[src/rtl/sd_tx_pkg.sv]
// Shared types and CRC7 constants for the SD command/response serial paths.
package sd_tx_pkg;

    typedef enum logic {
        IDLE  = 1'b0,
        SHIFT = 1'b1
    } tx_state_e;

    localparam int unsigned CRC7_W = 7;
    localparam logic [CRC7_W-1:0] CRC7_POLY = 7'h09;

    // One serial step of the x^7+x^3+1 CRC, data bit entering at the MSb end.
    function automatic logic [CRC7_W-1:0] crc7_step(input logic [CRC7_W-1:0] crc,
                                                    input logic             bit_in);
        logic fb;
        fb = bit_in ^ crc[CRC7_W-1];
        return {crc[CRC7_W-2:0], 1'b0} ^ (fb ? CRC7_POLY : CRC7_W'(0));
    endfunction

endpackage

[src/rtl/par_ser_cmd_tx_if.sv]
// Frame handshake and CMD-line signals between the command-issue FSM and the serializer.
interface par_ser_cmd_tx_if #(
    parameter int unsigned NumBits = 48
);
    logic [NumBits-1:0] dat_par_i;
    logic               dat_valid_i;
    logic               dat_ready_o;
    logic               dat_ser_o;
    logic               dat_ser_oe_o;
    logic               busy_o;
    logic               done_o;

    modport master (
        output dat_par_i, dat_valid_i,
        input  dat_ready_o, dat_ser_o, dat_ser_oe_o, busy_o, done_o
    );

    modport slave (
        input  dat_par_i, dat_valid_i,
        output dat_ready_o, dat_ser_o, dat_ser_oe_o, busy_o, done_o
    );
endinterface

[src/rtl/crc7_serial.sv]
// Bit-serial CRC7 accumulator, shared by the CMD transmit and response check paths.
module crc7_serial
    import sd_tx_pkg::*;
(
    input  logic              clk_i,
    input  logic              rst_ni,
    input  logic              clr_i,
    input  logic              en_i,
    input  logic              bit_i,
    output logic [CRC7_W-1:0] crc_o
);

    logic [CRC7_W-1:0] crc_q;
    logic [CRC7_W-1:0] crc_d;

    always_comb begin
        crc_d = crc_q;
        if (clr_i) begin
            crc_d = '0;
        end else if (en_i) begin
            crc_d = crc7_step(crc_q, bit_i);
        end
    end

    always_ff @(posedge clk_i or negedge rst_ni) begin
        if (!rst_ni) begin
            crc_q <= '0;
        end else begin
            crc_q <= crc_d;
        end
    end

    assign crc_o = crc_q;

endmodule

[src/rtl/par_ser_cmd_tx.sv]
// SD CMD-line parallel-to-serial transmitter, MSb first, one bit per shift_en_i strobe.
// Optional CRC7 insertion on frame bits [7:1] when PAR_SER_CMD_TX_CRC7_EN is defined.
module par_ser_cmd_tx
    import sd_tx_pkg::*;
#(
    parameter int unsigned NumBits = 48
) (
    input  logic                clk_i,
    input  logic                rst_ni,
    input  logic                shift_en_i,
    par_ser_cmd_tx_if.slave     tx_if
);

    localparam int unsigned CntW = $clog2(NumBits + 1);

    tx_state_e          state_q, state_d;
    logic [NumBits-1:0] shift_q, shift_d;
    logic [CntW-1:0]    cnt_q, cnt_d;
    logic               ser_q, ser_d;
    logic               oe_q, oe_d;
    logic               ready_q, ready_d;
    logic               busy_q, busy_d;
    logic               done_q, done_d;

    logic load_c;
    logic step_c;
    logic last_c;
    logic next_bit_c;

    assign load_c = (state_q == IDLE) && tx_if.dat_valid_i;
    assign step_c = (state_q == SHIFT) && shift_en_i;
    assign last_c = step_c && (cnt_q == CntW'(NumBits - 1));

`ifdef PAR_SER_CMD_TX_CRC7_EN
    logic [CRC7_W-1:0] crc_c;
    logic              crc_bit_c;
    logic              crc_phase_c;
    logic              unused_crc_c;

    // Accumulate over the payload, then feed the CRC MSb back so the register shifts out.
    assign crc_bit_c   = (cnt_q < CntW'(NumBits - 8)) ? shift_q[NumBits-1] : crc_c[CRC7_W-1];
    assign crc_phase_c = (cnt_q >= CntW'(NumBits - 9)) && (cnt_q <= CntW'(NumBits - 3));
    // Poly bit 6 is zero, so the post-step CRC MSb is always the pre-step bit 5.
    assign next_bit_c   = crc_phase_c ? crc_c[CRC7_W-2] : shift_q[NumBits-2];
    assign unused_crc_c = ^crc_c[CRC7_W-3:0];

    crc7_serial u_crc7 (
        .clk_i  (clk_i),
        .rst_ni (rst_ni),
        .clr_i  (load_c),
        .en_i   (step_c),
        .bit_i  (crc_bit_c),
        .crc_o  (crc_c)
    );
`else
    logic unused_msb_c;

    assign unused_msb_c = shift_q[NumBits-1];
    assign next_bit_c   = shift_q[NumBits-2];
`endif

    // Next state and next registered line/handshake outputs.
    always_comb begin
        state_d = state_q;
        shift_d = shift_q;
        cnt_d   = cnt_q;
        ser_d   = ser_q;
        oe_d    = oe_q;
        ready_d = ready_q;
        busy_d  = busy_q;
        done_d  = 1'b0;

        unique case (state_q)
            IDLE: begin
                if (load_c) begin
                    state_d = SHIFT;
                    shift_d = tx_if.dat_par_i;
                    cnt_d   = '0;
                    ser_d   = tx_if.dat_par_i[NumBits-1];
                    oe_d    = 1'b1;
                    ready_d = 1'b0;
                    busy_d  = 1'b1;
                end
            end
            SHIFT: begin
                if (step_c) begin
                    shift_d = {shift_q[NumBits-2:0], 1'b1};
                    cnt_d   = cnt_q + CntW'(1);
                    ser_d   = next_bit_c;
                    if (last_c) begin
                        state_d = IDLE;
                        ser_d   = 1'b1;
                        oe_d    = 1'b0;
                        ready_d = 1'b1;
                        busy_d  = 1'b0;
                        done_d  = 1'b1;
                    end
                end
            end
            default: begin
                state_d = IDLE;
            end
        endcase
    end

    always_ff @(posedge clk_i or negedge rst_ni) begin
        if (!rst_ni) begin
            state_q <= IDLE;
            shift_q <= '0;
            cnt_q   <= '0;
            ser_q   <= 1'b1;
            oe_q    <= 1'b0;
            ready_q <= 1'b1;
            busy_q  <= 1'b0;
            done_q  <= 1'b0;
        end else begin
            state_q <= state_d;
            shift_q <= shift_d;
            cnt_q   <= cnt_d;
            ser_q   <= ser_d;
            oe_q    <= oe_d;
            ready_q <= ready_d;
            busy_q  <= busy_d;
            done_q  <= done_d;
        end
    end

    assign tx_if.dat_ser_o    = ser_q;
    assign tx_if.dat_ser_oe_o = oe_q;
    assign tx_if.dat_ready_o  = ready_q;
    assign tx_if.busy_o       = busy_q;
    assign tx_if.done_o       = done_q;

endmodule

[src/flat_wrapper.sv]
// flat-port wrapper written by rule: the top's interface ports become plain ports
module par_ser_cmd_tx_flat import sd_tx_pkg::*;
#(
    parameter int unsigned NumBits = 48
)
  (clk_i, rst_ni, shift_en_i, tx_if_dat_par_i, tx_if_dat_valid_i, tx_if_dat_ready_o, tx_if_dat_ser_o, tx_if_dat_ser_oe_o, tx_if_busy_o, tx_if_done_o);
  par_ser_cmd_tx_if #(.NumBits(NumBits)) tx_if_i ();
  input  logic clk_i;
  input  logic rst_ni;
  input  logic shift_en_i;
  input wire logic [$bits(tx_if_i.dat_par_i)-1:0] tx_if_dat_par_i;
  input wire logic [$bits(tx_if_i.dat_valid_i)-1:0] tx_if_dat_valid_i;
  output wire logic [$bits(tx_if_i.dat_ready_o)-1:0] tx_if_dat_ready_o;
  output wire logic [$bits(tx_if_i.dat_ser_o)-1:0] tx_if_dat_ser_o;
  output wire logic [$bits(tx_if_i.dat_ser_oe_o)-1:0] tx_if_dat_ser_oe_o;
  output wire logic [$bits(tx_if_i.busy_o)-1:0] tx_if_busy_o;
  output wire logic [$bits(tx_if_i.done_o)-1:0] tx_if_done_o;
  assign tx_if_i.dat_par_i = tx_if_dat_par_i;
  assign tx_if_i.dat_valid_i = tx_if_dat_valid_i;
  assign tx_if_dat_ready_o = tx_if_i.dat_ready_o;
  assign tx_if_dat_ser_o = tx_if_i.dat_ser_o;
  assign tx_if_dat_ser_oe_o = tx_if_i.dat_ser_oe_o;
  assign tx_if_busy_o = tx_if_i.busy_o;
  assign tx_if_done_o = tx_if_i.done_o;
  par_ser_cmd_tx #(.NumBits(NumBits)) u_core (.clk_i(clk_i), .rst_ni(rst_ni), .shift_en_i(shift_en_i), .tx_if(tx_if_i));
endmodule
[config.mk]
export PLATFORM = sky130hd
export DESIGN_NAME = par_ser_cmd_tx_flat
export DESIGN_NICKNAME = d
export VERILOG_FILES = /design/src/rtl/sd_tx_pkg.sv /design/src/rtl/par_ser_cmd_tx_if.sv /design/src/rtl/crc7_serial.sv /design/src/rtl/par_ser_cmd_tx.sv /design/src/flat_wrapper.sv
export SDC_FILE = /design/constraint.sdc
export NUM_CORES = 1
export LEC_CHECK = 0
export ABC_AREA = 1
export ABC_CLOCK_PERIOD_IN_PS = 1300
export CORE_AREA = 2 2 85 71
export CTS_BUF_LIST = sky130_fd_sc_hd__clkbuf_4
export DETAILED_ROUTE_END_ITERATION = 16
export DIE_AREA = 0 0 87 73
export MAX_ROUTING_LAYER = met4
export PLACE_DENSITY = 0.86
export RECOVER_POWER = 100
export REMOVE_ABC_BUFFERS = 1
export SYNTH_ARGS = -nofsm -noshare
export SYNTH_HDL_FRONTEND = slang
export SYNTH_SLANG_ARGS = --single-unit
[constraint.sdc]
create_clock -name clk_i -period 1.3 [get_ports clk_i]
set_clock_uncertainty 0.1 [all_clocks]
set_input_delay 0.195 -clock clk_i [delete_from_list [all_inputs] [get_ports clk_i]]
set_output_delay 0.195 -clock clk_i [all_outputs]
set_load 0.01 [all_outputs]
==> impl_results.md, run 1 <==
- WP data required: about 1.5 ns
- Layout Utilization: 0.720
- Seq cells post-synth: 58
- Maximum fanout along the worst path: 5
- Non-Filler Instances: 464
- Port Buffers: 56
- Post-synth top area share: 0.534
- Status: complete, but fails checks
- Final setup violation count: 39
- Final Max Tran Viols: 0
- Cells along the critical path: inv_2 -> nand2_4 -> nand2_8 -> buf_12 -> clkbuf_16 -> a31oi_2
- Crit path capture type: flop
- Drt wl/cell: 16.4 µm
- Starting Density: 0.469
- Number of flops mapped to enable cells by yosys: 0
- # nets final: 445
- Worst vdd ir: 937 µV
- Initial antenna violation count: 0
- Placed Cells: around 430
- CORE AREA: approximately 5600 µm²
- Headroom to the max-slew limit: 0.477
- Share of cells above drive strength 1: 0.257
- Overflow after GRT: 0
- Actual slew at the worst max-slew pin: 0.785 ns
- Row count: 25
- Ports: 57
- FMAX: slightly above 700 MHz
- Worst-path clk slew: 0.10 ns
- Synth area leaders: dfrtp_1 (53%), nand2_1 (16%), a31oi_1 (11%), nor2_1 (7.7%), buf_2 (2.7%)
- Final wirelength: 7600 µm
- Netlist Area Pre-Place: 2620 µm²
- Number of routed nets with antenna violations: 0
- Clock Tree Buf Depth: 2
- Area Growth Syn to Fin: 53.7%
- Chip width: approximately 87 µm
- Global Route Usage Sum: 0.206
- 1st-pass router iterations: 4
- Synth warn: 0
- Sink Count: 58
- Die Y: 73 µm
- Ant diodes: 0
- First-pass GRT wire length: around 9800 µm
- Final Hold Fails: 0
- Worst skew pair latency: 0.41 ns
- Number of global-route vias before repair: 2,283
- Largest net degree at the start of global routing: 59
- Die area: between 6000 and 7000 µm²
- Final instance area: 4030 µm²
- Post-synth top cells: nand2_1 (111), dfrtp_1 (56), nor2_1 (54)
- Vias: between 2,000 and 3,000
- Min-Delay Path Class: in -> reg
- Worst setup margin: -0.0832 ns
- Pleak: 1.74 nW
- Count leader, synth: nand2_1
- CTS root buffer: clkbuf_4
- Register area share after synthesis: 0.554
- Final period utilization: 1.06
- Netlist cell types: 19
- DRC Markers: 0
- Max cap viols: 0
- Synthesized instance count: approximately 320
- Via/cell ratio: roughly 5.4
- Metal2 WL: 3750 µm
- Area leader, netlist: dfrtp_1
- Final min period: 1.38 ns
- CTS tree: done
- CP peak stage delay: 0.45 ns
- Async set or reset register ratio after synthesis: 1.00
- Ys flop type: dfrtp_1
- Post-DP HPWL: 3780 µm
- DRT met1 WL: 3280 µm
- Placed instance area: roughly 3300 µm²
- Worst EP arrival: 1.58 ns
- Placer congestion estimate: 0.791
- Total power: between 7 and 8 mW
- Highest Signal Layer: met4
- H-tree levels: 3
- Routed length on met3: 427 µm
- Initial drt markers: 151
- Pre-CTS setup slack: -0.275 ns
- Failing checks: negative setup slack
- CP startpoint kind: flop
- Post-Syn Area per Cell: 8.33 µm²
- Critical path's slowest cell: dfrtp_2
- Power density over the cells: approximately 1900 nW/µm²
- CTS Buf Count: 9
- Kind of critical path: reg -> reg
- RSZ-0062 raised after global routing: true
[what timing repair did]
item	4_1_cts	5_1_grt
gates resized for setup	30	70
endpoints found under the hold margin	58	0
gates cloned	0	10
setup endpoints to repair	30	56
pin swaps	3	13
setup buffers	0	4
hold buffers	1	0
[registers in the layout, summed over array words and instances (netlist names)]
name,count
u_core.cnt_q,6
u_core.tx_if.dat_ser_oe_o,1
u_core.tx_if.dat_ready_o,1
u_core.state_q,1
u_core.tx_if.dat_ser_o,1
u_core.shift_q,47
u_core.tx_if.done_o,1
[cell usage in the layout, fill, tap and decap left out, drive strengths merged]
| cell type | n |
|---|---|
| a21oi | 2 |
| buf | 27 |
| clkbuf | 19 |
| ha | 1 |
| nand3b | 1 |
| a22o | 1 |
| dfrtp | 56 |
| nand2 | 114 |
| a31oi | 46 |
| nor2 | 54 |
| clkinv | 5 |
| dlygate4sd3 | 1 |
| inv | 10 |
| o21ai | 4 |
| dfstp | 2 |
| o22a | 1 |
| nand3 | 3 |
| clkdlybuf4s50 | 50 |
[logic make-up (layout without fill, tap and decap cells)]
kind of cell             Yosys count  in the layout  share of synthesized area
AND/OR/NAND/NOR                  171            172                      0.249
flip-flops                        58             58                      0.554
AO/OA/AOI/OAI                     54             54                      0.128
buffers and inverters             31            112                     0.0639
adder cells (fa/ha/maj)            1              1                    0.00477
[stage by stage]
| stage | TNS (ns) | hold slack (ns) |
|---|---|---|
| 3_5_place_dp | -12.11 | 0.120 |
| 3_3_place_gp | -9.86 | 0.116 |
| 4_1_cts | -0.146 | 0.204 |
| 6_report | -1.11 | 0.239 |
| 2_1_floorplan | -93.94 | -0.201 |
| 5_1_grt | -3.83 | 0.229 |
[path summary, 6_finish.rpt]
path | start | to | slack, ns | depth (start not counted)
setup / recovery | u_core.state_q | u_core.shift_q[40] | -0.08 | 6
hold / removal | tx_if_dat_par_i[7] | u_core.shift_q[7] | 0.24 | 3
setup reg to reg | u_core.state_q | u_core.shift_q[40] | -0.08 | 6
hold reg to reg | u_core.tx_if.dat_ser_oe_o | u_core.tx_if.dat_ser_oe_o | 0.39 | 2
max in group asynchronous | rst_ni | u_core.state_q | 0.13 | 3
min in group asynchronous | rst_ni | u_core.shift_q[37] | 0.39 | 3
[cell type report]
| class | count | area (µm²) |
|---|---|---|
| fillers | 413 | 1570 |
| flip-flops and latches | 58 | 1460 |
| multi-input cells | 227 | 1330 |
| repair buffers | 86 | 1020 |
| well taps | 67 | 83.8 |
| clock buffers | 11 | 82.6 |
| inverters | 10 | 40.0 |
| clock inverters | 5 | 21.3 |
[metal layers]
layer | GRT usage | up-vias
li1 | - | 1193
met1 | 0.249 | 1221
met2 | 0.329 | 89
met3 | 0.0724 | 15
met4 | 0.0608 | 0
met5 | - | -
[power by group]
group	switching [mW]	leakage, nW	total (mW)	internal [mW]
logic	1.94	1.10	3.77	1.83
clock network	0.668	0.0631	1.08	0.411
registers	0.433	0.579	2.85	2.41
total	3.04	1.74	7.70	4.66
[critical path: cells and delay by family (launching register included)]
| family | cells | cell delay (ns) |
|---|---|---|
| flip-flops | 1 | 0.45 |
| buffers and inverters | 3 | 0.39 |
| AND/OR/NAND/NOR | 2 | 0.24 |
| AO/OA/AOI/OAI | 1 | 0.09 |
(Power assumes the default switching activity.)
==> run 2: changes to the inputs <==
--- a/config.mk
+++ b/config.mk
@@ -7,12 +7,15 @@
 export LEC_CHECK = 0
 export ABC_AREA = 1
 export ABC_CLOCK_PERIOD_IN_PS = 1300
-export CORE_AREA = 2 2 85 71
+export CELL_PAD_IN_SITES_DETAIL_PLACEMENT = 2
+export CELL_PAD_IN_SITES_GLOBAL_PLACEMENT = 2
+export CORE_AREA = 2 2 108 89
 export CTS_BUF_LIST = sky130_fd_sc_hd__clkbuf_4
+export CTS_CLUSTER_DIAMETER = 60
 export DETAILED_ROUTE_END_ITERATION = 16
-export DIE_AREA = 0 0 87 73
+export DIE_AREA = 0 0 110 91
 export MAX_ROUTING_LAYER = met4
-export PLACE_DENSITY = 0.86
+export PLACE_DENSITY = 0.89
 export RECOVER_POWER = 100
 export REMOVE_ABC_BUFFERS = 1
 export SYNTH_ARGS = -nofsm -noshare
==> run 2 against run 1 <==
Critical path depth unchanged. The run still ends with negative setup slack left. Sequential power up 4%. Global-route usage down 0.69 points. Largest power group unchanged.
==> impl_results.md, run 2 (synthesized netlist as in run 1, its figures left out) <==
- Reg2Reg Setup Slack: -0.26 ns (-0.17 ns)
- Overflow after GRT: 0 (unchanged)
- Final Max Tran Viols: 0 (unchanged)
- H-tree levels: 3 (unchanged)
- Die Y: 91 µm (+25%)
- Area Growth Syn to Fin: 64.4%
- Crit path from: u_core.state_q
- Chip width: 110 µm (+26%)
- Worst vdd ir: 554 µV (-41%)
- Status: complete, but fails checks
- Global Route Usage Sum: 0.199 (-0.00689)
- CTS tree: done
- First-pass GRT wire length: 14,900 µm (+53%)
- Total power: 8.85 mW (+15%)
- Final period utilization: 1.20 (+0.134)
- Max FFs per register: 47 (unchanged)
- Worst EP arrival: 1.78 ns (+0.20 ns)
- Commonest non-fill, non-tap cell in the layout: nand2_1
- Post-DP HPWL: 5240 µm (+38%)
- Min-Delay Path Class: in -> reg
- Initial antenna violation count: 1 (+1)
- CP startpoint kind: flop
- Failing checks: negative setup slack
- RSZ-0062 raised after global routing: true
- P_sw: 3.84 mW (+26%)
- Non-Filler Instances: 524 (+13%)
- Initial drt markers: 175 (+16%)
- FMAX: 642 MHz (-11%)
- Sink Count: 58 (unchanged)
- Worst skew pair latency: 0.44 ns (+0.03 ns)
- Row count: 31 (+24%)
- Biggest regs: u_core.shift_q: 47 flops, u_core.cnt_q: 6 flops
- Reg-to-reg startpoint: u_core.state_q
- Pleak: 1.86 nW (+6.6%)
- Number of routed nets with antenna violations: 0 (unchanged)
- Commonest non-fill, non-tap cells in the layout: nand2_1 (102), dfrtp_1 (55), clkdlybuf4s50_1 (50), a31oi_1 (37), nor2_1 (32)
- Final instance area: 4310 µm² (+6.9%)
- Worst setup margin: -0.258 ns (-0.174 ns)
- CORE AREA: 8880 µm² (+59%)
- Worst-path clk slew: 0.11 ns (about the same)
- # nets final: 456 (+2.5%)
- Top reg by flops: u_core.shift_q
- Crit path capture type: flop
- Clock Tree Buf Depth: 2 (unchanged)
- Final min period: 1.56 ns (+0.174 ns)
- Final wirelength: 13,400 µm (+76%)
- Kind of critical path: reg -> reg
- Maximum fanout along the worst path: 7 (+2)
- Sw frac: 0.434 (+0.0386)
- RR Endpoint: u_core.shift_q[39]
- Placer congestion estimate: 0.797 (+0.72%)
- Power density over the cells: 2050 nW/µm² (+7.5%)
- Worst Setup EP: u_core.shift_q[39]
- Share of cells above drive strength 1: 0.270 (+0.0127)
- WP data required: 1.52 ns (+0.02 ns)
- Via/cell ratio: 5.31 (-2.2%)
- Largest net degree at the start of global routing: 48 (-19%)
- Final Hold Fails: 0 (unchanged)
- Placed Cells: 479 (+11%)
- DRC Markers: 0 (unchanged)
- Final setup violation count: 64 (+64%)
- Die area: 10,000 µm² (+58%)
- Ports: 57 (unchanged)
- Clock Power Share: 0.134 (-0.006)
- P_int: 5.01 mW (+7.7%)
- Starting Density: 0.295 (-0.173)
- 1st-pass router iterations: 4 (unchanged)
- Number of global-route vias before repair: 2,932 (+28%)
- Max cap viols: 0 (unchanged)
- Combinational power share: 0.532 (+0.042)
- Headroom to the max-slew limit: 0.326 (-0.150)
- CTS Buf Count: 9 (unchanged)
- Port Buffers: 56 (unchanged)
- Flop pwr share: 0.335 (-0.035)
- Vias: 2,780 (+10%)
- Drt wl/cell: 25.5 µm (+56%)
- R2r worst-path depth: 6 (unchanged)
- CTS root buffer: clkbuf_4
- Placed instance area: 3380 µm² (+1.5%)
- Actual slew at the worst max-slew pin: 1.01 ns (+0.226 ns)
## run 2: layout make-up
| type | count | area [µm²] |
|---|---|---|
| clock inverters | 5 | 22.5 |
| fillers | 922 | 4570 |
| flip-flops and latches | 58 | 1460 |
| well taps | 115 | 144 |
| diodes | 1 | 2.50 |
| repair buffers | 96 | 1260 |
| multi-input cells | 228 | 1300 |
| clock buffers | 11 | 82.6 |
| inverters | 10 | 47.5 |
## run 2: through the flow
| step | util | worst slack, ns | hold slack, ns | setup TNS (ns) |
|---|---|---|---|---|
| 3_5_place_dp | 0.380 | -0.272 | 0.0458 | -12.82 |
| 4_1_cts | 0.424 | -0.0797 | 0.125 | -1.86 |
| 5_1_grt | 0.486 | -0.278 | 0.216 | -7.45 |
| 6_report | 0.486 | -0.258 | 0.221 | -3.92 |
| 2_1_floorplan | - | -1.75 | -0.201 | -93.94 |
| 3_3_place_gp | 0.380 | -0.207 | 0.0305 | -9.99 |
## run 2: what timing repair did
action                                  CTS  global route
endpoints found under the setup margin   60            61
endpoints found under the hold margin    56             0
setup buffers                             7             3
hold buffers                              1             0
pin swaps                                 4            13
gates cloned                              4            16
gates resized for setup                  51            63
## run 2: metal layers
layer  wire (µm)  vias up  global-route usage
met3         787       23              0.0316
li1            -     1222                   -
met4         389        0              0.0854
met5           0        -                   -
met2        6880      110               0.331
met1        5320     1425               0.238
## run 2: power by group through the flow
stage	logic [mW]	clock network [mW]	registers (mW)
finish	4.71	1.18	2.96
global route	4.99	1.30	3.02
CTS	3.17	1.14	2.80
detailed placement	2.57	0	2.80
global placement	2.39	0	2.76
floorplan	1.41	0	2.81
## run 2: critical path, cell delays in order (launching register included)
cell and delay, ns:
dfrtp_2 0.47, clkinv_4 0.11, nand2_8 0.11, nand2_8 0.10, buf_12 0.15, buf_16 0.13, a31oi_1 0.28
## run 2: worst min-delay path by stage
stage / startpoint / end / slack (ns) / cells past startpoint
global placement: rst_ni / u_core.shift_q[19] / 0.03 / 1
detailed placement: rst_ni / u_core.shift_q[19] / 0.05 / 1
CTS: rst_ni / u_core.shift_q[22] / 0.13 / 2
floorplan: rst_ni / u_core.cnt_q[0] / -0.20 / 0
finish: tx_if_dat_par_i[12] / u_core.shift_q[12] / 0.22 / 3
global route: tx_if_dat_par_i[13] / u_core.shift_q[13] / 0.22 / 3
